<file path="src/rtl/edge_result_reader.sv">
// ---------------------------------------------------------------------------
// edge_result_reader
//
// Walks an IMG_W x IMG_H frame in raster order and streams the composited
// Sobel result as a valid/ready byte stream. Each pixel is taken from:
//   - nothing (forced 8'h00) on row 0 or column 0, which the detector never
//     writes,
//   - the bounding-box BRAM when the pixel lies inside the box,
//   - the background BRAM otherwise.
//
// Ports
//   clka       single clock
//   reset      asynchronous, active-high reset
//   start      one-cycle pulse that begins a frame (only honoured when idle)
//   bg_en      background BRAM read enable
//   bg_addr    background address, row*IMG_W+col
//   bg_dout    background read data, one cycle after bg_en
//   bb_en      bounding-box BRAM read enable
//   bb_addr    bounding-box address, (row-Y0)*BBOX_W+(col-X0)
//   bb_dout    bounding-box read data, one cycle after bb_en
//   pix_data   output pixel
//   pix_valid  pix_data is valid
//   pix_ready  downstream accepts the pixel
//   pix_last   marks the final pixel of the frame
//   busy       frame in progress (STREAM or DRAIN)
//   done       one-cycle pulse after the last beat is accepted
//
// Pipeline: p0 = read issue (row/col counters, BRAM enables),
//           p1 = in-flight register (class + last flag while BRAM reads),
//           p2 = 2-entry output FIFO feeding the stream interface.
// ---------------------------------------------------------------------------
module edge_result_reader #(
  parameter int IMG_W   = 256,
  parameter int IMG_H   = 256,
  parameter int BBOX_X0 = 106,
  parameter int BBOX_Y0 = 127,
  parameter int BBOX_X1 = 189,
  parameter int BBOX_Y1 = 169
) (
  input  logic        clka,
  input  logic        reset,
  input  logic        start,
  output logic        bg_en,
  output logic [15:0] bg_addr,
  input  logic [7:0]  bg_dout,
  output logic        bb_en,
  output logic [15:0] bb_addr,
  input  logic [7:0]  bb_dout,
  output logic [7:0]  pix_data,
  output logic        pix_valid,
  input  logic        pix_ready,
  output logic        pix_last,
  output logic        busy,
  output logic        done
);

  localparam int DATA_W = 8;
  localparam int BBOX_W = BBOX_X1 - BBOX_X0 + 1;

  localparam logic [7:0] COL_LAST = 8'(IMG_W - 1);
  localparam logic [7:0] ROW_LAST = 8'(IMG_H - 1);
  localparam logic [7:0] BB_X0    = 8'(BBOX_X0);
  localparam logic [7:0] BB_Y0    = 8'(BBOX_Y0);
  localparam logic [7:0] BB_X1    = 8'(BBOX_X1);
  localparam logic [7:0] BB_Y1    = 8'(BBOX_Y1);

  typedef enum logic [1:0] {
    S_IDLE,
    S_STREAM,
    S_DRAIN,
    S_DONE
  } state_e;

  typedef enum logic [1:0] {
    CLS_ZERO,
    CLS_BB,
    CLS_BG
  } cls_e;

  // Background address: full-width product, no truncation before the add.
  function automatic logic [15:0] calc_bg_addr(input logic [7:0] r,
                                               input logic [7:0] c);
    logic [15:0] row_base;
    row_base = 16'(r) * 16'(IMG_W);
    return row_base + {8'd0, c};
  endfunction

  // Bounding-box address. Offsets are only meaningful inside the box, where
  // r >= Y0 and c >= X0, so the 8-bit differences never wrap.
  function automatic logic [15:0] calc_bb_addr(input logic [7:0] r,
                                               input logic [7:0] c);
    logic [7:0]  dr;
    logic [7:0]  dc;
    logic [15:0] row_base;
    dr       = r - BB_Y0;
    dc       = c - BB_X0;
    row_base = 16'(dr) * 16'(BBOX_W);
    return row_base + {8'd0, dc};
  endfunction

  // Control state
  state_e      state_q, state_d;
  logic [7:0]  row_q, row_d;
  logic [7:0]  col_q, col_d;

  // In-flight register (p1)
  logic        vld_p1_q, vld_p1_d;
  cls_e        cls_p1_q, cls_p1_d;
  logic        last_p1_q, last_p1_d;

  // Output FIFO (p2)
  logic [1:0][DATA_W-1:0] fifo_data_q, fifo_data_d;
  logic [1:0]             fifo_last_q, fifo_last_d;
  logic                   wr_ptr_q, wr_ptr_d;
  logic                   rd_ptr_q, rd_ptr_d;
  logic [1:0]             fifo_cnt_q, fifo_cnt_d;

  // Combinational helpers
  logic              pop;
  logic              push;
  logic [2:0]        occ;
  logic              issue;
  logic              in_box;
  logic              is_last_pix;
  cls_e              pix_cls;
  logic [DATA_W-1:0] cap_data;

  // ---------------------------------------------------------------------
  // Stream interface: everything presented comes straight off the FIFO head.
  // Data and last are masked while empty so idle outputs read as zero.
  // ---------------------------------------------------------------------
  always_comb begin
    pix_valid = (fifo_cnt_q != 2'd0);
    pix_data  = pix_valid ? fifo_data_q[rd_ptr_q] : '0;
    pix_last  = pix_valid & fifo_last_q[rd_ptr_q];
    pop       = pix_valid & pix_ready;
    busy      = (state_q == S_STREAM) || (state_q == S_DRAIN);
    done      = (state_q == S_DONE);
  end

  // ---------------------------------------------------------------------
  // p0: classify the current (row, col) and decide whether to issue.
  // occ is what the FIFO plus in-flight slot will hold next cycle without
  // a new issue; issuing only when that is below 2 means the pixel we start
  // now always has a FIFO slot when its data comes back.
  // ---------------------------------------------------------------------
  always_comb begin
    occ         = {1'b0, fifo_cnt_q} + {2'b00, vld_p1_q} - {2'b00, pop};
    issue       = (state_q == S_STREAM) && (occ < 3'd2);
    is_last_pix = (row_q == ROW_LAST) && (col_q == COL_LAST);
    in_box      = (row_q >= BB_Y0) && (row_q <= BB_Y1) &&
                  (col_q >= BB_X0) && (col_q <= BB_X1);

    if ((row_q == 8'd0) || (col_q == 8'd0)) begin
      pix_cls = CLS_ZERO;
    end else if (in_box) begin
      pix_cls = CLS_BB;
    end else begin
      pix_cls = CLS_BG;
    end

    bg_en   = issue && (pix_cls == CLS_BG);
    bb_en   = issue && (pix_cls == CLS_BB);
    bg_addr = bg_en ? calc_bg_addr(row_q, col_q) : 16'd0;
    bb_addr = bb_en ? calc_bb_addr(row_q, col_q) : 16'd0;
  end

  // Raster counters: restart at (0,0) on an accepted start, advance per issue.
  always_comb begin
    row_d = row_q;
    col_d = col_q;
    if ((state_q == S_IDLE) && start) begin
      row_d = 8'd0;
      col_d = 8'd0;
    end else if (issue) begin
      if (col_q == COL_LAST) begin
        col_d = 8'd0;
        row_d = row_q + 8'd1;
      end else begin
        col_d = col_q + 8'd1;
      end
    end
  end

  // Frame sequencing
  always_comb begin
    state_d = state_q;
    case (state_q)
      S_IDLE:   if (start) state_d = S_STREAM;
      S_STREAM: if (issue && is_last_pix) state_d = S_DRAIN;
      S_DRAIN:  if (pop && pix_last) state_d = S_DONE;
      S_DONE:   state_d = S_IDLE;
      default:  state_d = S_IDLE;
    endcase
  end

  // ---------------------------------------------------------------------
  // p1: remember what was issued while the BRAM read is outstanding.
  // ---------------------------------------------------------------------
  always_comb begin
    vld_p1_d  = issue;
    cls_p1_d  = pix_cls;
    last_p1_d = issue & is_last_pix;
  end

  // ---------------------------------------------------------------------
  // p2: pick the returned BRAM byte (or zero) and push it into the FIFO.
  // ---------------------------------------------------------------------
  always_comb begin
    case (cls_p1_q)
      CLS_BB:  cap_data = bb_dout;
      CLS_BG:  cap_data = bg_dout;
      default: cap_data = '0;
    endcase

    push        = vld_p1_q;
    fifo_data_d = fifo_data_q;
    fifo_last_d = fifo_last_q;
    if (push) begin
      fifo_data_d[wr_ptr_q] = cap_data;
      fifo_last_d[wr_ptr_q] = last_p1_q;
    end
    wr_ptr_d   = wr_ptr_q ^ push;
    rd_ptr_d   = rd_ptr_q ^ pop;
    fifo_cnt_d = fifo_cnt_q + {1'b0, push} - {1'b0, pop};
  end

  always_ff @(posedge clka or posedge reset) begin
    if (reset) begin
      state_q     <= S_IDLE;
      row_q       <= 8'd0;
      col_q       <= 8'd0;
      vld_p1_q    <= 1'b0;
      cls_p1_q    <= CLS_ZERO;
      last_p1_q   <= 1'b0;
      fifo_last_q <= 2'b00;
      wr_ptr_q    <= 1'b0;
      rd_ptr_q    <= 1'b0;
      fifo_cnt_q  <= 2'd0;
    end else begin
      state_q     <= state_d;
      row_q       <= row_d;
      col_q       <= col_d;
      vld_p1_q    <= vld_p1_d;
      cls_p1_q    <= cls_p1_d;
      last_p1_q   <= last_p1_d;
      fifo_last_q <= fifo_last_d;
      wr_ptr_q    <= wr_ptr_d;
      rd_ptr_q    <= rd_ptr_d;
      fifo_cnt_q  <= fifo_cnt_d;
    end
  end

  // FIFO payload needs no reset: it is only observed through a non-zero count.
  always_ff @(posedge clka) begin
    fifo_data_q <= fifo_data_d;
  end

endmodule

</file>
<file path="config.mk">
export PLATFORM = sky130hd
export DESIGN_NAME = edge_result_reader
export DESIGN_NICKNAME = d
export VERILOG_FILES = /design/src/rtl/edge_result_reader.sv
export SDC_FILE = /design/constraint.sdc
export NUM_CORES = 1
export LEC_CHECK = 0
export ABC_AREA = 0
export BUFFER_PORTS_ARGS = -buffer_cell sky130_fd_sc_hd__buf_2
export CAP_MARGIN = 20
export CORE_ASPECT_RATIO = 0.6
export CORE_MARGIN = 3
export CORE_UTILIZATION = 35
export CTS_CLUSTER_SIZE = 20
export DETAILED_ROUTE_END_ITERATION = 10
export GPL_ROUTABILITY_DRIVEN = 0
export SYNTH_ARGS = -nofsm -noshare
export SYNTH_HDL_FRONTEND = slang
export SYNTH_SLANG_ARGS = --single-unit
</file>
<file path="constraint.sdc">
create_clock -name clka -period 13.1 [get_ports clka]
set_clock_uncertainty 0.2 [all_clocks]
set_input_delay 0.655 -clock clka [delete_from_list [all_inputs] [get_ports clka]]
set_output_delay 0.655 -clock clka [all_outputs]
set_load 0.02 [all_outputs]
</file>
==> results.yml <==
outcome:
  outcome: "finished clean"
synth:
  synth-seq-cells: 44
  syn_area_sq_mm: 0.003711
  yosysMostFrequentCell: "nor2_1"
  ys.flop_type: "dfrtp_1"
  netlist_top_cells_area: "dfrtp_1 19%, ha_1 18%, edfxtp_1 13%, nor2_1 6.0%, xnor2_1 5.2%"
  yosysTopAreaCell: "dfrtp_1"
  syn_area_per_cell_sq_um: 9.278
  yosys.area.top_type_share: 0.1888
  syn-num-nets: 478
  seq_area_frac_synth: 0.3183
  async_flop_share: 0.6364
  synth_commonest_cells: "59 x nor2_1, 53 x ha_1, 37 x inv_1, 28 x dfrtp_1"
  synth_edf_count: 16
  yosysWarnings: 0
  ys_types: 49
  syn_inst: 400
detailed_routing:
  avgRoutedWirePerCell_um: 14.92
  via_count: 2926
  drc: 0
  dr.pass1.iters: 4
  via_per_inst: 4.985
  drt.antenna.violating_nets: 0
  drt-initial-drc-count: 184
  wirelength_mm: 8.757
setup_path:
  cp_num_buf_inv: 3
  arrival_ns: 4.81
  crit_type: "register to output pin"
  crit_top_cell: "ha_1"
  crit_chain: "ha_1 -> nand3_1 -> xnor2_1 -> ha_1 -> ha_1 -> inv_1 -> fa_1 -> inv_1 -> ha_1 -> nand2_1 -> nor3_1 -> o41ai_1 -> xnor2_1 -> nand3_1 -> o311ai_0 -> o41ai_1 -> buf_2"
  crit_required_ns: 12.24
  critPathCaptureType: "output pin"
  slowest_delay_ns: 0.52
  slowest_stage: "fa_1"
  crit_fanout: 6
  critPathTopFamily: "adder cells"
  crit_path_start_kind: "register"
timing:
  tightest_slew_ns: 0.8421
  relSlewSlack: 0.4355
  fin_tns_setup_ns: 0
  setup_violations: 0
  fmax_ghz: 0.1766
  hold_viol: 0
  rsz0062_at_grt: "false"
  period_share: 0.4323
  final_max_slew_viol_count: 0
  fin_ws_ns: 7.437
  hold_slack_ns: 0.09731
  min_period_ns: 5.663
global_route:
  grt_start_max_net_pins: 29
  track_usage: 0.1497
  grt_pass1_wl_mm: 14.54
  antenna_found_initial: 0
  overflow: 0
  first_global_vias: 2847
finish:
  area_growth_pct: 15.54
  stdcell_count: 587
  drive_gt1_frac: 0.1881
  final_nets: 529
  antenna_cells: 0
  fin_util: 0.4250
  final_area_sq_mm: 0.004288
cts:
  clkSlewWorstSetupHoldPaths_ns: 0.07
  numClockSinks: 44
  postCtsResizedCells: 0
  clockRootBuffer: "clkbuf_16"
  clock_latency_ns: 0.29
  tritoncts: "built"
  ctsHoldBuffers: 0
  postCtsSetupBuffers: 0
  cts_inserted_buffers: 5
  htree_levels: 2
  clockBufferDepth: 2
placement:
  place_inst: 578
  place_ws_ns: 7.770
  dp_hpwl_mm: 6.907
  io_buffers: 65
  placed_cell_area_sq_mm: 0.004106
run:
  drv_cap: 0
pwr:
  cellLeakagePower_nw: 2.187
  vdd_drop_max_uv: 79.86
  p_per_area_mw_per_mm2: 154.0
  power.total_mw: 0.6605
die:
  start_util: 0.3678
  core_area_sq_mm: 0.01009
  fp.dieW_um: 138.9
  num_rows: 28
  pin_count: 66
  chipHeight_um: 85.76
  die_area_sq_mm: 0.01192
worst_hold_path:
  min_path_type: "input pin to asynchronous set/reset pin"
## final timing paths
kind / start / to / slack (ns) / depth (start not counted)
worst max-delay path: row_q[0] / bb_addr[14] / 7.44 / 17
worst min-delay path: reset / state_q[1] / 0.1 / 2
worst max register to register: fifo_cnt_q[1] / state_q[1] / 8.20 / 14
worst min register to register: last_p1_q / fifo_last_q[0] / 0.30 / 1
max in group asynchronous: reset / rd_ptr_q / 12.17 / 3
min in group clka: last_p1_q / fifo_last_q[0] / 0.30 / 1
## cells in the final DEF (no fill, tap or decap), drive strengths merged, types with 2 or more instances in the layout
master,Yosys,layout
nand3,6,6
nand2b,2,2
and2,2,2
mux2i,12,12
nand4,7,7
o41ai,2,2
mux2,3,3
nor3,5,5
or2,2,2
inv,37,37
edfxtp,16,16
dfrtp,28,28
a21oi,9,9
o21ai,5,5
a21o,3,3
ha,53,53
nor4,4,4
a211oi,2,2
o211ai,2,2
nor2b,4,4
buf,10,66
o21bai,2,2
or4b,2,2
a22oi,8,8
fa,5,5
or3,2,2
and3,20,20
nand2,19,19
nor2,59,59
xor2,22,22
clkbuf,12,6
nand3b,3,3
xnor2,22,22
clkinvlp,0,2
## registers in the layout (all words and copies together), names as in the netlist
signal	count
push	1
cls_p1_q	2
fifo_cnt_q	2
row_q	8
fifo_last_q	2
wr_ptr_q	1
state_q	2
fifo_data_q	16
last_p1_q	1
rd_ptr_q	1
col_q	8
## layout make-up
type                            instances  area [sq um]
Sequential cell                        44          1181
Timing Repair Buffer                   66         352.8
Fill cell                            1027          5802
Inverter                               37         138.9
Clock inverter                          2         15.01
Tap cell                              135         168.9
Clock buffer                            6         138.9
Multi-Input combinational cell        297          2292
## power by group
part	internal, mW	total [mW]	switching, mW	leakage (nW)
sequential	0.176	0.216	0.0396	0.506
clock	0.0759	0.130	0.0537	0.0691
combinational	0.124	0.315	0.191	1.61
## logic make-up (layout without fill, tap and decap cells)
kind of cell / after synthesis / after routing / share of synthesized area
simple gates: 141 / 141 / 0.1942
buf+inv: 59 / 111 / 0.06406
fa+ha+maj: 58 / 58 / 0.2057
xor+xnor: 44 / 44 / 0.1038
flops: 44 / 44 / 0.3183
compound gates: 39 / 39 / 0.07148
mux: 15 / 15 / 0.04248
## metal layers
layer | vias to the layer above | GRT usage | wire, um
met2 | 70 | 0.2202 | 3627
met1 | 1386 | 0.2276 | 4559
met5 | - | 0 | 0
met4 | 0 | 0.02487 | 51
met3 | 7 | 0.03398 | 518
li1 | 1463 | - | -
Note: power is estimated with default switching activity, not from simulation.
